### config.mk
export PLATFORM = sky130hd
export DESIGN_NAME = alu_share_sched_flat
export DESIGN_NICKNAME = d
export VERILOG_FILES = /design/src/rtl/alu_share_sched_if.sv /design/src/rtl/alu_share_sched.sv /design/src/flat_wrapper.sv
export SDC_FILE = /design/constraint.sdc
export NUM_CORES = 1
export LEC_CHECK = 0
export ABC_AREA = 1
export CORE_MARGIN = 2
export CORE_UTILIZATION = 51
export CTS_CLUSTER_DIAMETER = 40
export DETAILED_ROUTE_END_ITERATION = 10
export PLACE_DENSITY = 0.83
export SETUP_SLACK_MARGIN = 0.2
export SLEW_MARGIN = 20
export SYNTH_ARGS = -nofsm -noshare
export SYNTH_HDL_FRONTEND = slang
export SYNTH_SLANG_ARGS = --single-unit
### constraint.sdc
create_clock -name clk_2 -period 4 [get_ports clk_2]
set_input_delay 1.2 -clock clk_2 [delete_from_list [all_inputs] [get_ports clk_2]]
set_output_delay 1.2 -clock clk_2 [all_outputs]
set_load 0.01 [all_outputs]
### src/rtl/alu_share_sched_if.sv
// Request/grant/done bundle between two requesters and the shared ALU scheduler.
// Latency: n/a (wires only); the scheduler registers every output it drives here.
// Backpressure: requesters hold req until their done pulse; no other flow control.
//
// Signals: req[1:0], op0/op1[1:0], a0/b0/a1/b1[2:0] from requesters;
//          gnt[1:0], done[1:0], res[2:0], ovf, busy, ops_done[7:0] from the scheduler.
interface alu_share_sched_if #(
    parameter int NBITS_OP  = 3,
    parameter int NBITS_CNT = 8
);
    logic [1:0]           req;
    logic [1:0]           op0;
    logic [1:0]           op1;
    logic [NBITS_OP-1:0]  a0;
    logic [NBITS_OP-1:0]  b0;
    logic [NBITS_OP-1:0]  a1;
    logic [NBITS_OP-1:0]  b1;
    logic [1:0]           gnt;
    logic [1:0]           done;
    logic [NBITS_OP-1:0]  res;
    logic                 ovf;
    logic                 busy;
    logic [NBITS_CNT-1:0] ops_done;

    modport master (
        output req, op0, op1, a0, b0, a1, b1,
        input  gnt, done, res, ovf, busy, ops_done
    );

    modport slave (
        input  req, op0, op1, a0, b0, a1, b1,
        output gnt, done, res, ovf, busy, ops_done
    );
endinterface

### src/rtl/alu_share_sched.sv
// Round-robin scheduler sharing one signed AND/OR/ADD/SUB ALU between two requesters.
// Latency: 2 cycles from the req sampling edge to done; one operation every 3 cycles.
// Backpressure: req is sampled only in IDLE; a requester waits (holding req) until gnt.
//
// Ports: clk_2, rst_n (async, active-low); bus (alu_share_sched_if.slave):
//   req/op/a/b in, gnt/done pulses, res/ovf result, busy, ops_done counter out.
// Build option: define ALU_SAT_EN to saturate overflowed ADD/SUB results instead
//   of forcing them to zero (ovf is reported either way).
module alu_share_sched #(
    parameter int NREQ      = 2,
    parameter int NBITS_OP  = 3,
    parameter int NBITS_CNT = 8
) (
    input  logic             clk_2,
    input  logic             rst_n,
    alu_share_sched_if.slave bus
);
    localparam int W = NBITS_OP + 1;

    typedef enum logic [1:0] {
        IDLE = 2'd0,
        EXEC = 2'd1,
        RESP = 2'd2
    } state_t;

    state_t                state_q, state_d;
    logic                  last_q, last_d;
    logic                  win_q, win_d;
    logic [1:0]            op_q, op_d;
    logic [NBITS_OP-1:0]   a_q, a_d;
    logic [NBITS_OP-1:0]   b_q, b_d;
    logic [NBITS_OP-1:0]   res_q, res_d;
    logic                  ovf_q, ovf_d;
    logic [NREQ-1:0]       gnt_q, gnt_d;
    logic [NREQ-1:0]       done_q, done_d;
    logic [NBITS_CNT-1:0]  cnt_q, cnt_d;

    logic                  winner;
    logic [W-1:0]          ax, bx, y;
    logic                  y_ovf;
    logic [NBITS_OP-1:0]   y_res;

    // Both requesting: the one that did not win last time goes next.
    always_comb begin
        winner = 1'b0;
        if (bus.req == 2'b11) begin
            winner = ~last_q;
        end else if (bus.req[1]) begin
            winner = 1'b1;
        end
    end

    // ALU on the latched operands, one bit wider so ADD/SUB cannot wrap.
    always_comb begin
        ax = {a_q[NBITS_OP-1], a_q};
        bx = {b_q[NBITS_OP-1], b_q};
        case (op_q)
            2'b00:   y = ax + bx;
            2'b01:   y = ax - bx;
            2'b10:   y = ax & bx;
            default: y = ax | bx;
        endcase
        // Top two bits disagree => value outside the NBITS_OP signed range.
        y_ovf = ~op_q[1] & (y[W-1] ^ y[W-2]);
        y_res = y[NBITS_OP-1:0];
        if (y_ovf) begin
`ifdef ALU_SAT_EN
            y_res = y[W-1] ? {1'b1, {(NBITS_OP-1){1'b0}}}
                           : {1'b0, {(NBITS_OP-1){1'b1}}};
`else
            y_res = '0;
`endif
        end
    end

    always_comb begin
        state_d = state_q;
        last_d  = last_q;
        win_d   = win_q;
        op_d    = op_q;
        a_d     = a_q;
        b_d     = b_q;
        res_d   = res_q;
        ovf_d   = ovf_q;
        cnt_d   = cnt_q;
        gnt_d   = '0;
        done_d  = '0;
        case (state_q)
            IDLE: begin
                if (|bus.req) begin
                    state_d        = EXEC;
                    win_d          = winner;
                    last_d         = winner;
                    op_d           = winner ? bus.op1 : bus.op0;
                    a_d            = winner ? bus.a1  : bus.a0;
                    b_d            = winner ? bus.b1  : bus.b0;
                    gnt_d[winner]  = 1'b1;
                end
            end
            EXEC: begin
                // done/ops_done are registered here so they appear during RESP,
                // alongside the freshly registered result.
                state_d        = RESP;
                res_d          = y_res;
                ovf_d          = y_ovf;
                done_d[win_q]  = 1'b1;
                cnt_d          = cnt_q + 1'b1;
            end
            RESP: begin
                state_d = IDLE;
            end
            default: begin
                state_d = IDLE;
            end
        endcase
    end

    always_ff @(posedge clk_2 or negedge rst_n) begin
        if (!rst_n) begin
            state_q <= IDLE;
            last_q  <= 1'b1;
            win_q   <= 1'b0;
            op_q    <= '0;
            a_q     <= '0;
            b_q     <= '0;
            res_q   <= '0;
            ovf_q   <= 1'b0;
            gnt_q   <= '0;
            done_q  <= '0;
            cnt_q   <= '0;
        end else begin
            state_q <= state_d;
            last_q  <= last_d;
            win_q   <= win_d;
            op_q    <= op_d;
            a_q     <= a_d;
            b_q     <= b_d;
            res_q   <= res_d;
            ovf_q   <= ovf_d;
            gnt_q   <= gnt_d;
            done_q  <= done_d;
            cnt_q   <= cnt_d;
        end
    end

    assign bus.gnt      = gnt_q;
    assign bus.done     = done_q;
    assign bus.res      = res_q;
    assign bus.ovf      = ovf_q;
    assign bus.busy     = (state_q != IDLE);
    assign bus.ops_done = cnt_q;
endmodule

### src/flat_wrapper.sv
// flat-port wrapper written by rule: the top's interface ports become plain ports
module alu_share_sched_flat 
#(
    parameter int NREQ      = 2,
    parameter int NBITS_OP  = 3,
    parameter int NBITS_CNT = 8
)
  (clk_2, rst_n, bus_req, bus_op0, bus_op1, bus_a0, bus_b0, bus_a1, bus_b1, bus_gnt, bus_done, bus_res, bus_ovf, bus_busy, bus_ops_done);
  alu_share_sched_if #(.NBITS_OP(NBITS_OP), .NBITS_CNT(NBITS_CNT)) bus_i ();
  input  logic clk_2;
  input  logic rst_n;
  input wire logic [$bits(bus_i.req)-1:0] bus_req;
  input wire logic [$bits(bus_i.op0)-1:0] bus_op0;
  input wire logic [$bits(bus_i.op1)-1:0] bus_op1;
  input wire logic [$bits(bus_i.a0)-1:0] bus_a0;
  input wire logic [$bits(bus_i.b0)-1:0] bus_b0;
  input wire logic [$bits(bus_i.a1)-1:0] bus_a1;
  input wire logic [$bits(bus_i.b1)-1:0] bus_b1;
  output wire logic [$bits(bus_i.gnt)-1:0] bus_gnt;
  output wire logic [$bits(bus_i.done)-1:0] bus_done;
  output wire logic [$bits(bus_i.res)-1:0] bus_res;
  output wire logic [$bits(bus_i.ovf)-1:0] bus_ovf;
  output wire logic [$bits(bus_i.busy)-1:0] bus_busy;
  output wire logic [$bits(bus_i.ops_done)-1:0] bus_ops_done;
  assign bus_i.req = bus_req;
  assign bus_i.op0 = bus_op0;
  assign bus_i.op1 = bus_op1;
  assign bus_i.a0 = bus_a0;
  assign bus_i.b0 = bus_b0;
  assign bus_i.a1 = bus_a1;
  assign bus_i.b1 = bus_b1;
  assign bus_gnt = bus_i.gnt;
  assign bus_done = bus_i.done;
  assign bus_res = bus_i.res;
  assign bus_ovf = bus_i.ovf;
  assign bus_busy = bus_i.busy;
  assign bus_ops_done = bus_i.ops_done;
  alu_share_sched #(.NREQ(NREQ), .NBITS_OP(NBITS_OP), .NBITS_CNT(NBITS_CNT)) u_core (.clk_2(clk_2), .rst_n(rst_n), .bus(bus_i));
endmodule
# Word-level counts from Yosys, hierarchy flattened
# Cells that the tools add are included.
# op_classes
addsub	3
n_lt_le_gt_ge	4
eq_ne	5
muxes	16
bitwise	6
n_reduce_logical	7
# ops
cell	count
$pmux 4 s3	1
$mux 2	5
$mux 3	3
$add 8x1->8 const B	1
$add 3x3->4	1
$and 4x4->4	1
$eq 2x1->1 const B	2
$eq 2x2->1 const B	2
$logic_not 2->1	2
$lt 1x2->1 const B	2
$mux 1	4
$or 4x4->4	1
$pmux 2 s2	1
$sub 3x3->4	1
$demux 1 s1	2
$ge 1x1->1 const B	2
$logic_and 1x1->1	2
$ne 2x1->1 const B	1
$not 1->1	2
$reduce_and 2->1	1
$reduce_bool 2->1	1
$reduce_or 2->1	1
$and 1x1->1	1
$xor 1x1->1	1
# totals
register_bits	28
output_inout_bits	17

# Logic depth before layout (Yosys ltp)
# Gate-level depths: netlist (run 1).
# logic_depth
word_depth	8
mapped_depth	17
ltp_nobuf	17

# Worst setup path before layout (run 1)
# Ideal clock, no wire load.
# synth_timing
path_type	register to register
startpoint	register u_core.b_q[0]
endpoint	register u_core.res_q[0] (netlist: u_core.bus.res[0])
arrival_time_ps	1862
t_required_ps	3883
setup_slack_ps	2020
path_stages_with_launch	13
path_buffers	0
cell_sequence	dfrtp_1 -> inv_1 -> ha_1 -> nand2_1 -> o21ai_0 -> fa_1 -> xnor2_1 -> nand2_1 -> nand2_1 -> nand3_1 -> nand3_2 -> nand3_1 -> nand2_1
# synth_via
elab_chain_len	5
word_cells_on_any_way	8
cone_classes	add/sub: 2; mux: 2; bitwise: 4
# synth_lines
item	line	text
start, declared	alu_share_sched.sv:31	logic [NBITS_OP-1:0] b_q, b_d;
start signal, assigned	alu_share_sched.sv:125	b_q <= '0;
start signal, assigned	alu_share_sched.sv:137	b_q <= b_d;
$sub 3x3->4 / $add 3x3->4 (equally long branches)	alu_share_sched.sv:59, alu_share_sched.sv:58	
$pmux 4 s3 *	alu_share_sched.sv:57	case (op_q)
$xor 1x1->1	alu_share_sched.sv:64	y_ovf = ~op_q[1] & (y[W-1] ^ y[W-2]);
$and 1x1->1	alu_share_sched.sv:64	
$mux 3 *	alu_share_sched.sv:66	if (y_ovf) begin
end signal, assigned	alu_share_sched.sv:138	res_q <= res_d;
end, declared	alu_share_sched.sv:32	logic [NBITS_OP-1:0] res_q, res_d;
# Mark *: on every way between the ends. The rest lies on a longest branch, timed or not.
# A chain may end at the register's enable or synchronous reset.

# Final worst setup path (run 1)
# layout_timing
startpoint	register u_core.state_q[1]
endpoint	output port bus_busy
# layout_via
elab_chain_len	1
# layout_lines
item	line	text
start, declared	alu_share_sched.sv:26	state_t state_q, state_d;
start signal, assigned	alu_share_sched.sv:132	state_q <= state_d;
$reduce_bool 2->1	alu_share_sched.sv:150	assign bus.busy = (state_q != IDLE);
end, declared	flat_wrapper.sv:23	output wire logic [$bits(bus_i.busy)-1:0] bus_busy;
# Every way passes these cells.

==> flow_metrics.py, run 1 <==
metrics = {
    "run_status": {
        "status": "complete, no violations",
    },
    "detailed_routing": {
        "via_count": 1166,
        "ant_nets": 0,
        "wl_per_cell_um": 12.8,
        "drt_first_pass_iters": 4,
        "remaining_drc_errors": 0,
        "vias_per_cell": 5.16,
        "drt_wl_total_um": 2900,
        "drtIter0Drc": 39,
    },
    "clock_network": {
        "clock_path_buffers": 2,
        "postCtsHoldBufs": 0,
        "cts_tree": "done",
        "postCtsSetupBuffers": 0,
        "cts.sink_count": 28,
        "cts-root-buf": "clkbuf_4",
        "cts_buffers": 3,
        "cts_resized": 0,
        "htreeDepth": 1,
        "clock_latency_ps": 330,
        "clkTransAtPathRegs_ps": 150,
    },
    "global_route": {
        "antenna_found_initial": 0,
        "grt_pass1_wl_um": 5010,
        "grt_max_degree": 29,
        "track_usage_pct": 20.1,
        "first_global_vias": 1196,
        "overflow": 0,
    },
    "timing": {
        "final_hold_viol_count": 0,
        "fin_skew_ps": 6.07,
        "setup_viol": 0,
        "fin_hold_ws_ps": 433,
        "min_period_ps": 2680,
        "relSlewSlack_pct": 66.5,
        "tightest_slew_ps": 501,
        "finalWorstSetupSlack_ps": 1320,
        "timing.final.max_slew_violations": 0,
        "tns_ps": 0,
        "rsz0062_at_grt": "false",
        "fin_crit_sh_pct": 67.0,
        "fmax_mhz": 373,
    },
    "critical_path": {
        "worst-endpoint-required_ps": 2800,
        "worstPathArrival_ps": 1480,
        "critPathKind": "register to primary output",
        "r2r-end": "u_core.bus.res[1]$_DFFE_PN0N_",
        "rrSetupSlack_ps": 1750,
        "r2r_cells": 15,
        "endpoint": "bus_busy",
        "crit_fanout": 2,
        "startpoint_type": "register",
        "crit_start": "u_core.state_q[1]$_DFFE_PN0P_",
        "timing.rr.start": "u_core.op_q[1]$_DFFE_PN0P_",
        "endpoint_kind": "primary output",
    },
    "synth": {
        "yosysWarnings": 0,
        "synth_cell_type_count": 24,
        "syn-num-nets": 183,
        "yosys_register_bits": 28,
        "syn_inst": 155,
        "yosysSeqAreaShare_pct": 49.8,
        "synth_area_per_cell_sq_um": 9.10,
        "netlist_area_sq_um": 1410,
    },
    "layout": {
        "drive_gt1_share_pct": 7.18,
        "antenna_cells": 0,
        "area_growth_pct": 32.2,
        "final_util_pct": 69.4,
        "nNetsFinal": 224,
    },
    "placement": {
        "io_buffers": 36,
        "place.gp.congestion": 0.793,
        "dp_hpwl_um": 2290,
        "dp_slack_ps": 1340,
    },
    "power": {
        "power_frac_seq_pct": 32.2,
        "p_leak_nw": 0.895,
        "clock_power_share_pct": 11.7,
        "combPwrFrac_pct": 56.1,
        "intPower_w": 0.000897,
        "power_density_nw_per_um2": 845,
        "p_sw_w": 0.000679,
        "vdd_drop_max_mv": 0.523,
        "swShare_pct": 43.1,
    },
    "floorplanning": {
        "core_area_sq_um": 2690,
        "initial_core_util_pct": 52.5,
        "fp.dieH_um": 56.6,
        "die_area_sq_um": 3200,
        "num_rows": 19,
        "die_w_um": 56.6,
        "num_io_pins": 37,
    },
    "job": {
        "drv_cap": 0,
    },
    "worst_hold_path": {
        "min_path_type": "register to register",
    },
}
-- kinds of logic after synthesis --
group           Yosys count  synth area share (%)
buf+inv                  21                  5.68
fa+ha+maj                 8                  7.63
simple gates             66                  21.5
compound gates           23                  9.85
xor+xnor                  9                  5.59
flops                    28                  49.8
-- critical path, cell delays in order (launching register included) --
cell	delay (ps)
dfrtp_1	440
nor2_1	160
inv_1	70
clkdlybuf4s50_1	480
-- routing by layer --
metal,up-vias,share of wire (%),GRT usage [%]
li1,581,-,-
met1,542,42,23.9
met2,38,51,36.7
met3,5,5.1,3.23
met4,0,1.1,6.12
met5,-,0,0
-- area by class of cell --
cell class,instances,area [sq um]
Clock buffer,3,22.5
Fill cell,213,822
Timing Repair Buffer,37,368
Sequential cell,28,702
Inverter,20,75.1
Tap cell,31,38.8
Multi-Input combinational cell,106,628
Clock inverter,1,30.0
-- state kept, by name, summed over array words and instances (netlist names) --
register	cells
u_core.bus.ovf	1
u_core.bus.res	3
u_core.state_q	2
u_core.bus.gnt	2
u_core.a_q	3
u_core.win_q	1
u_core.bus.ops_done	8
u_core.op_q	2
u_core.b_q	3
u_core.last_q	1
u_core.bus.done	2
-- stage by stage --
| step | total power (W) | cells | instance area (sq um) |
|---|---|---|---|
| floorplan | 0.00111 | 155 | 1410 |
| global placement | 0.00135 | 222 | 1810 |
| detailed placement | 0.00139 | 222 | 1810 |
| CTS | 0.00158 | 226 | 1860 |
| global route | 0.00172 | 226 | 1860 |
| finish | 0.00158 | 226 | 1860 |
-- power by group through the flow --
stage | clock, W | combinational, W | sequential [W]
6_report | 0.000184 | 0.000884 | 0.000507
5_1_grt | 0.000198 | 0.00100 | 0.000521
2_1_floorplan | 0 | 0.000592 | 0.000518
3_5_place_dp | 0 | 0.000885 | 0.000509
3_3_place_gp | 0 | 0.000851 | 0.000503
4_1_cts | 0.000186 | 0.000891 | 0.000504
-- cell usage after synthesis --
library cell	instances	share of area, %
dfstp_2	1	1.9
o211ai_1	6	3.2
o22ai_1	4	1.8
nor2_1	10	2.7
dfrtp_1	27	48
xnor2_1	3	1.9
ha_1	7	6.2
inv_2	2	0.53
buf_2	1	0.35
nor3b_2	1	0.89
o21ai_0	8	2.8
nand3_1	9	3.2
a21oi_1	2	0.71
nor2_2	1	0.44
inv_1	18	4.8
nor2_4	1	0.80
o21ai_1	1	0.35
nor3_4	1	1.2
a22oi_1	1	0.53
fa_1	1	1.4
a31oi_1	1	0.44
xor2_1	6	3.7
nand2_1	41	11
nand3_2	2	1.4
-- worst min-delay path by stage --
stage	start	end	slack [ps]	cells after the start
global route	u_core.win_q$_DFFE_PN0P_	u_core.bus.done[0]$_DFF_PN0_	460	1
detailed placement	u_core.win_q$_DFFE_PN0P_	u_core.bus.done[0]$_DFF_PN0_	420	1
global placement	u_core.win_q$_DFFE_PN0P_	u_core.bus.done[0]$_DFF_PN0_	410	1
finish	u_core.win_q$_DFFE_PN0P_	u_core.bus.done[0]$_DFF_PN0_	430	1
CTS	u_core.win_q$_DFFE_PN0P_	u_core.bus.done[0]$_DFF_PN0_	430	1
floorplan	u_core.win_q$_DFFE_PN0P_	u_core.bus.done[0]$_DFF_PN0_	400	1
-- layout by cell type (no fill, tap or decap) --
master,Yosys,routed
nand2_1,41,41
bufinv_16,0,1
a22oi_1,1,1
dfstp_2,1,1
a21oi_1,2,2
nor3_4,1,1
a31oi_1,1,1
nor3b_2,1,1
xnor2_1,3,3
nor2_4,1,1
o22ai_1,4,4
clkdlybuf4s50_1,0,36
inv_2,2,2
fa_1,1,1
o21ai_0,8,8
ha_1,7,7
nor2_1,10,10
inv_1,18,18
dfrtp_1,27,27
clkbuf_4,0,3
o211ai_1,6,6
nor2_2,1,1
o21ai_1,1,1
nand3_1,9,9
xor2_1,6,6
nand3_2,2,2
buf_4,0,1
Power figures use the tool's default switching activity.
==> inputs of run 2 (changes only) <==
Settings changed: CORE_UTILIZATION 51 to 43, PLACE_DENSITY 0.83 to 0.75.
Clock period 4 ns to 2.4 ns, I/O delays scaled along.
==> flow_metrics.py, run 2 (synthesized netlist as in run 1, its figures left out) <==
metrics = {
    "critical_path": {
        "critPathKind": "register to register",
        "max_stage_delay_ps": 430,
        "r2r_cells": 15,
        "r2r-end": "u_core.bus.res[0]$_DFFE_PN0N_",
        "cp_common_cell": "nand2_1",
        "startpoint_type": "register",
        "rrSetupSlack_ps": 280,
        "critPathBufInv": 1,
        "crit_fanout": 4,
        "worstPathArrival_ps": 2370,
        "cp_top_family": "simple AND/OR/NAND/NOR gates",
        "cp_cell_sequence": "inv_2, ha_4, nor2_4, xor2_1, ha_1, a21oi_2, nand2_1, nand2_2, nand2_2, nand2_2, nand2_1, nand2_1, nand3_2, nand3_2, nand2_1",
        "slowest_stage": "dfrtp_1",
        "endpoint_kind": "register",
        "worst-endpoint-required_ps": 2650,
        "timing.rr.start": "u_core.b_q[0]$_DFFE_PN0P_",
    },
    "layout": {
        "final_util_pct": 66.3,
        "antenna_cells": 0,
        "nNetsFinal": 233,
        "area_growth_pct": 44.6,
        "final_common_cell": "nand2_1",
        "stdcell_area_sq_um": 2040,
        "mostFrequentLayoutCells": "37 x nand2_1, 35 x clkdlybuf4s50_1, 26 x dfrtp_1",
        "drive_gt1_share_pct": 20.6,
        "largest_register_ffs": 8,
    },
    "power": {
        "power_frac_seq_pct": 27.3,
        "power_density_nw_per_um2": 1500,
        "combPwrFrac_pct": 62.4,
        "vdd_drop_max_mv": 0.590,
        "intPower_w": 0.00170,
        "p_leak_nw": 0.959,
        "clock_power_share_pct": 10.3,
        "total_power_w": 0.00306,
        "p_sw_w": 0.00136,
        "swShare_pct": 44.5,
    },
    "detailed_routing": {
        "via_count": 1251,
        "wl_per_cell_um": 13.1,
        "highest_layer": "met4",
        "met1_length_um": 1400,
        "drt_first_pass_iters": 4,
        "vias_per_cell": 5.04,
        "wl_met2_um": 1640,
        "ant_nets": 0,
        "wl_met3_um": 176,
        "drtIter0Drc": 40,
        "remaining_drc_errors": 0,
        "drt_wl_total_um": 3260,
    },
    "clock_network": {
        "clock_path_buffers": 2,
        "clock_latency_ps": 340,
        "cts-root-buf": "clkbuf_4",
        "cts_tree": "done",
        "cts_buffers": 3,
        "cts.sink_count": 28,
        "clkTransAtPathRegs_ps": 150,
        "htreeDepth": 1,
        "postCtsHoldBufs": 0,
    },
    "timing": {
        "rsz0062_at_grt": "true",
        "fin_skew_ps": 1.52,
        "tightest_slew_ps": 471,
        "final_hold_viol_count": 0,
        "timing.final.max_slew_violations": 0,
        "fin_crit_sh_pct": 88.3,
        "setup_viol": 0,
        "fmax_mhz": 472,
        "finalWorstSetupSlack_ps": 282,
        "min_period_ps": 2120,
        "tns_ps": 0,
        "relSlewSlack_pct": 68.5,
    },
    "global_route": {
        "antenna_found_initial": 0,
        "first_global_vias": 1186,
        "track_usage_pct": 18.1,
        "grt_max_degree": 29,
        "overflow": 0,
        "grt_pass1_wl_um": 5040,
    },
    "worst_hold_path": {
        "holdPathEnd": "u_core.bus.done[0]$_DFF_PN0_",
        "whs_path_depth": 1,
        "hp-start": "u_core.win_q$_DFFE_PN0P_",
        "min_path_type": "register to register",
    },
    "placement": {
        "place.gp.congestion": 0.841,
        "io_buffers": 36,
        "dp_hpwl_um": 2260,
        "dp_slack_ps": 203,
        "place_area_sq_um": 1830,
    },
    "floorplanning": {
        "die_area_sq_um": 3750,
        "num_rows": 20,
        "fp.dieH_um": 61.3,
        "initial_core_util_pct": 45.8,
        "die_w_um": 61.3,
        "core_area_sq_um": 3080,
        "num_io_pins": 37,
    },
    "job": {
        "drv_cap": 0,
    },
    "run_status": {
        "status": "complete, no violations",
    },
}
==> run 2: changes by cell type in the layout (fill, tap and decap cells not counted), sizes merged <==
cell           change
clkdlybuf4s50      -1
buf                +9
dlymetal6s2s       +1
==> run 2: power groups by stage <==
stage / clock network, W / logic (W) / registers (W)
after floorplan: 0 / 0.000987 / 0.000864
after global placement: 0 / 0.00142 / 0.000843
after detailed placement: 0 / 0.00148 / 0.000848
after CTS: 0.000318 / 0.00152 / 0.000829
after global routing: 0.000337 / 0.00214 / 0.000855
final: 0.000316 / 0.00191 / 0.000836
==> run 2: worst register-to-register path, stage by stage (launching register included) <==
cell	delay (ps)
dfrtp_1	430
inv_2	90
ha_4	150
nor2_4	30
xor2_1	140
ha_1	360
a21oi_2	180
nand2_1	90
nand2_2	80
nand2_2	50
nand2_2	70
nand2_1	50
nand2_1	60
nand3_2	130
nand3_2	90
nand2_1	50
==> run 2: area by class of cell <==
class                   count  area [sq um]
fillers                   252          1040
clock inverters             1          30.0
inverters                  20          75.1
well taps                  44          55.1
flip-flops and latches     28           703
repair buffers             46           438
clock buffers               3          22.5
multi-input cells         106           716
==> run 2: how the worst max path moves through the flow <==
stage / to / cells after the start / from
detailed placement: u_core.bus.res[1]$_DFFE_PN0N_ / 15 / u_core.b_q[0]$_DFFE_PN0P_
CTS: u_core.bus.res[1]$_DFFE_PN0N_ / 15 / u_core.b_q[1]$_DFFE_PN0P_
global placement: u_core.bus.res[1]$_DFFE_PN0N_ / 12 / u_core.b_q[0]$_DFFE_PN0P_
floorplan: u_core.bus.res[0]$_DFFE_PN0N_ / 12 / u_core.b_q[0]$_DFFE_PN0P_
global route: u_core.bus.res[0]$_DFFE_PN0N_ / 16 / u_core.op_q[0]$_DFFE_PN0P_
finish: u_core.bus.res[0]$_DFFE_PN0N_ / 15 / u_core.b_q[0]$_DFFE_PN0P_
==> run 2: what timing repair did <==
item	in CTS	in global routing
setup buffers	2	7
pin swaps	0	7
endpoints found under the setup margin	4	5
gates resized for setup	1	23
==> run 2: per-stage QoR <==
step | std cells | hold WS, ps
after detailed placement | 235 | 418
after global routing | 248 | 457
after CTS | 241 | 440
final | 248 | 442
after floorplan | 155 | 403
after global placement | 235 | 410
==> run 2: routing by layer <==
layer | up-vias | GRT usage, %
met4 | 0 | 5.90
met3 | 7 | 3.15
met5 | - | 0
met2 | 42 | 32.5
li1 | 601 | -
met1 | 601 | 21.9
